$ cat src/rtl/alarm_frame_responder_if.sv
// UART reader/writer link for the alarm frame responder.
// The reader strobes bytes in; the writer takes reply bytes on ready/send.
interface alarm_frame_responder_if;
    logic       arrived;
    logic [7:0] dataR;
    logic       ready;
    logic       send;
    logic [7:0] data;

    modport master (
        output arrived,
        output dataR,
        output ready,
        input  send,
        input  data
    );

    modport slave (
        input  arrived,
        input  dataR,
        input  ready,
        output send,
        output data
    );
endinterface

$ cat src/rtl/alarm_frame_responder.sv
// Parses SYNC/ID/CODE/CHK alarm frames from the UART reader,
// reports accepted alarms and answers addressed frames with ACK/NAK.
module alarm_frame_responder #(
    parameter logic [7:0] NODE_ID = 8'h01,
    parameter int         TIMEOUT = 100000
) (
    input  logic                    Clock,
    input  logic                    Reset,
    alarm_frame_responder_if.slave  link,
    output logic                    alarm_valid,
    output logic [7:0]              alarm_code,
    output logic [7:0]              alarm_src,
    output logic                    frame_err
);

    localparam int CW = (TIMEOUT > 2) ? $clog2(TIMEOUT) : 1;
    localparam logic [CW-1:0] TLAST = CW'(TIMEOUT - 2);

    localparam logic [7:0] SYNC = 8'hA5;
    localparam logic [7:0] ACK  = 8'h06;
    localparam logic [7:0] NAK  = 8'h15;

    typedef enum logic [1:0] {
        S_SYNC,
        S_ID,
        S_CODE,
        S_CHK
    } state_t;

    state_t        state;
    state_t        state_nx;
    logic [7:0]    id_q;
    logic [7:0]    code_q;
    logic [7:0]    sum;
    logic [CW-1:0] cnt;
    logic          tmo;
    logic          chk_done;
    logic          addressed;
    logic          chk_ok;
    logic          rep_q;
    logic [7:0]    rep_byte;
    logic          pend;
    logic [7:0]    data_q;

    assign sum       = id_q + code_q;
    assign chk_done  = link.arrived && (state == S_CHK);
    assign addressed = (id_q == NODE_ID) || (id_q == 8'hFF);
    assign chk_ok    = (link.dataR == sum);

    // A byte arriving in the timeout cycle wins over the timeout.
    always_comb begin
        state_nx = state;
        tmo      = 1'b0;
        if (link.arrived) begin
            unique case (state)
                S_SYNC: if (link.dataR == SYNC) state_nx = S_ID;
                S_ID:   state_nx = S_CODE;
                S_CODE: state_nx = S_CHK;
                S_CHK:  state_nx = S_SYNC;
                default: state_nx = S_SYNC;
            endcase
        end else if (state != S_SYNC && cnt == TLAST) begin
            tmo      = 1'b1;
            state_nx = S_SYNC;
        end
    end

    always_ff @(posedge Clock or negedge Reset) begin
        if (!Reset) begin
            state <= S_SYNC;
            cnt   <= '0;
            id_q  <= '0;
            code_q <= '0;
        end else begin
            state <= state_nx;
            if (link.arrived || state == S_SYNC)
                cnt <= '0;
            else
                cnt <= cnt + CW'(1);
            if (link.arrived && state == S_ID)
                id_q <= link.dataR;
            if (link.arrived && state == S_CODE)
                code_q <= link.dataR;
        end
    end

    always_ff @(posedge Clock or negedge Reset) begin
        if (!Reset) begin
            alarm_valid <= 1'b0;
            frame_err   <= 1'b0;
            alarm_code  <= '0;
            alarm_src   <= '0;
        end else begin
            alarm_valid <= chk_done && addressed && chk_ok;
            frame_err   <= tmo || (chk_done && addressed && !chk_ok);
            if (chk_done && addressed && chk_ok) begin
                alarm_code <= code_q;
                alarm_src  <= id_q;
            end
        end
    end

    // Reply is staged one cycle, then held in the single pending slot.
    always_ff @(posedge Clock or negedge Reset) begin
        if (!Reset) begin
            rep_q    <= 1'b0;
            rep_byte <= '0;
            pend     <= 1'b0;
            data_q   <= '0;
        end else begin
            rep_q <= chk_done && addressed;
            if (chk_done && addressed)
                rep_byte <= chk_ok ? ACK : NAK;
            if (rep_q) begin
                pend   <= 1'b1;
                data_q <= rep_byte;
            end else if (pend && link.ready) begin
                pend <= 1'b0;
            end
        end
    end

    assign link.send = pend && link.ready;
    assign link.data = data_q;

endmodule

$ cat src/flat_wrapper.sv
// flat-port wrapper written by rule: the top's interface ports become plain ports
module alarm_frame_responder_flat 
#(
    parameter logic [7:0] NODE_ID = 8'h01,
    parameter int         TIMEOUT = 100000
)
  (Clock, Reset, alarm_valid, alarm_code, alarm_src, frame_err, link_arrived, link_dataR, link_ready, link_send, link_data);
  alarm_frame_responder_if link_i ();
  input  logic Clock;
  input  logic Reset;
  output logic alarm_valid;
  output logic [7:0] alarm_code;
  output logic [7:0] alarm_src;
  output logic frame_err;
  input wire logic [$bits(link_i.arrived)-1:0] link_arrived;
  input wire logic [$bits(link_i.dataR)-1:0] link_dataR;
  input wire logic [$bits(link_i.ready)-1:0] link_ready;
  output wire logic [$bits(link_i.send)-1:0] link_send;
  output wire logic [$bits(link_i.data)-1:0] link_data;
  assign link_i.arrived = link_arrived;
  assign link_i.dataR = link_dataR;
  assign link_i.ready = link_ready;
  assign link_send = link_i.send;
  assign link_data = link_i.data;
  alarm_frame_responder #(.NODE_ID(NODE_ID), .TIMEOUT(TIMEOUT)) u_core (.Clock(Clock), .Reset(Reset), .link(link_i), .alarm_valid(alarm_valid), .alarm_code(alarm_code), .alarm_src(alarm_src), .frame_err(frame_err));
endmodule
$ cat config.mk
export PLATFORM = sky130hd
export DESIGN_NAME = alarm_frame_responder_flat
export DESIGN_NICKNAME = d
export VERILOG_FILES = /design/src/rtl/alarm_frame_responder_if.sv /design/src/rtl/alarm_frame_responder.sv /design/src/flat_wrapper.sv
export SDC_FILE = /design/constraint.sdc
export NUM_CORES = 1
export LEC_CHECK = 0
export CAP_MARGIN = 20
export CORE_MARGIN = 2
export CORE_UTILIZATION = 50
export DETAILED_ROUTE_END_ITERATION = 8
export PLACE_DENSITY_LB_ADDON = 0.05
export SETUP_SLACK_MARGIN = 0.05
export SLEW_MARGIN = 20
export SYNTH_ARGS = -nofsm -noshare
export SYNTH_HDL_FRONTEND = slang
export SYNTH_SLANG_ARGS = --single-unit
$ cat constraint.sdc
create_clock -name Clock -period 5.1 [get_ports Clock]
set_input_delay 0.51 -clock Clock [delete_from_list [all_inputs] [get_ports Clock]]
set_output_delay 0.51 -clock Clock [all_outputs]
set_load 0.05 [all_outputs]
==> results.cfg <==
[sta]
worst_slew_pin_slew_ps = 759
max_freq_ghz = 0.328
skew_ps = 6.52
hold_ws_ps = 330
setup_tns_ps = 0
slew_viol_final = 0
hold_viol_final = 0
fin_crit_ps = 3050
fin_crit_sh_pct = 59.8
setup_viol = 0
relSlewSlack_pct = 49.4
grt_setup_unrepaired = no

[critical_path]
max_stage_delay_ps = 470
crit_buf_inv = 1
end_kind = flop
worstPathRequired_ps = 5320
crit_slowest_cell = nor4bb_4
critPathArrivalTime_ps = 3270
path_class = reg -> reg
critPathMaxFanout = 14
critPathLaunchType = flop
cp_top_family = adder cells
worstPathCellList = ha_1, fa_1, a21o_2, a21oi_1, xnor2_1, nand4_2, nor4bb_4, buf_4, mux2_2

[power]
ir_drop_mv = 0.263
leakage_uw = 0.00162
combPwrFrac_pct = 38.7
p_per_area_mw_per_mm2 = 468
seqPwrFrac_pct = 38.5
internal-power_uw = 1080
power_frac_clock_pct = 22.8
swShare_pct = 35.8
p_sw_uw = 601

[route]
first_pass_iters = 4
drc_errors = 0
ant_nets = 0
wire_per_inst_um = 14.8
vias_per_cell = 5.31
vias = 1959
totalWireLength_um = 5460
drt-initial-drc-count = 36

[floorplanning]
die_h_um = 81.9
rows = 28
core_sq_mm = 0.00589
initial_core_util_pct = 51.5
io_pins = 39
die_w_um = 81.9
dieArea_sq_mm = 0.00670

[finish]
final_nets = 315
diodes = 0
syn2layout_area_growth_pct = 18.4
drive_gt1_share_pct = 21.8

[clock_tree]
ctsResizeCount = 0
cts_post_setup_buffers_inserted = 0
cts_root_buf = clkbuf_8
holdBufCountCts = 0
cts_max_level = 3
cts_tree = built
cts_inserted_buffers = 9
clockBufferDepth = 2
clk_pin_slew_ps = 70
cts_sinks = 61
clk-insertion-delay-late_ps = 330

[synth]
yosysTopAreaCell = dfrtp_1
synth-main-ff-cell = dfrtp_1
synthMostInstantiatedCell = dfrtp_1
async_flop_share_pct = 100
seq_area_frac_synth_pct = 50.4
synth_area_leaders = dfrtp_1 50%, mux2_2 10%, ha_1 5.4%
syn_area_sq_mm = 0.00303
syn_avg_cell_area_sq_um = 12.1
synth_edf_count = 0
synth_cells = 250
synth_top_area_share_pct = 50.4
ys_types = 44
yosys-top-cells-count = 61 x dfrtp_1, 27 x mux2_2, 21 x nor2_1, 14 x xnor2_1, 14 x xor2_1
synth-seq-cells = 61
yosys_warnings = 0

[global_routing]
grt_pass1_wl_um = 9130
grt_overflow = 0
grt_start_max_net_pins = 62
grt_pass1_vias = 1892
antenna_found_initial = 0
grt.total_usage_pct = 18.4

[placed_design]
gp_congestion = 0.885
io_buffers = 34
hpwl_um = 3830

[outcome]
outcome = complete, no violations

[min_path]
hp-class = in -> async

[run]
cap_violations = 0
layout by cell type, fill, tap and decap left out, types with 11 or more instances in the layout:
cell             instances
nand2_1                 11
ha_1                    13
dfrtp_1                 61
mux2_2                  27
nand3_1                 11
clkdlybuf4s50_1         33
clkbuf_8                11
nor2_1                  21
xor2_1                  14
xnor2_1                 14
flip-flops by register name, summed over array words and instances, names as in the netlist:
signal,flops
u_core.state,2
u_core.rep_byte,3
u_core.link.data,3
u_core.pend,1
u_core.alarm_valid,1
u_core.alarm_src,8
u_core.id_q,8
u_core.cnt,17
u_core.alarm_code,8
u_core.code_q,8
u_core.frame_err,1
u_core.rep_q,1
kinds of logic (layout without fill, tap and decap cells):
logic type                 after synthesis  in the layout  share of synthesized area (%)
and+or+nand+nor                         71             71                           12.6
adders and majority gates               14             14                           6.03
DFF                                     61             61                           50.4
muxes                                   34             34                           13.5
buffers and inverters                   16             57                           3.43
xor gates and xnor gates                28             28                           8.09
other                                    1              4                          0.124
AOI/OAI and AO/OA                       25             25                           5.82
power groups by stage:
stage / sequential, uW / clock (uW) / combinational (uW)
detailed placement: 656 / 0 / 647
global route: 661 / 414 / 724
CTS: 647 / 392 / 656
global placement: 652 / 0 / 647
finish: 646 / 383 / 650
floorplan: 622 / 0 / 544
worst paths after layout:
kind,startpoint,end,depth (start not counted),slack [ps]
max,u_core.code_q[0],u_core.alarm_code[5],9,2050
min,Reset,u_core.alarm_src[1],2,330
max reg2reg,u_core.code_q[0],u_core.alarm_code[5],9,2050
min reg2reg,u_core.rep_byte[2],u_core.rep_byte[2],1,460
max in group asynchronous,Reset,u_core.state[0],2,4270
min in group Clock,u_core.rep_byte[2],u_core.rep_byte[2],1,460
stage by stage:
step	cells	setup slack, ps	utilization (%)	power (uW)	instance area (sq um)
floorplan	253	2430	-	1170	3040
global placement	353	2110	57.9	1300	3410
detailed placement	353	2030	57.9	1300	3410
CTS	369	2020	60.9	1700	3590
global route	369	1860	60.9	1800	3590
finish	369	2050	60.9	1680	3590
metal layers:
metal | wire length [um] | part of all wire (%) | GRT usage, %
met4 | 130 | 2.4 | 9.00
met5 | 0 | 0 | 0
met2 | 2290 | 42 | 26.2
met3 | 199 | 3.6 | 4.95
met1 | 2840 | 52 | 25.8
area by class of cell:
class | count | area [sq um]
clock inverter | 4 | 22.5
clock buffer | 12 | 155
tap | 75 | 93.8
inverter | 5 | 18.8
sequential | 61 | 1530
multi-input combinational | 176 | 1420
timing repair buffer | 36 | 350
fill | 510 | 2300
No activity file was read; power rests on OpenSTA's default activity.
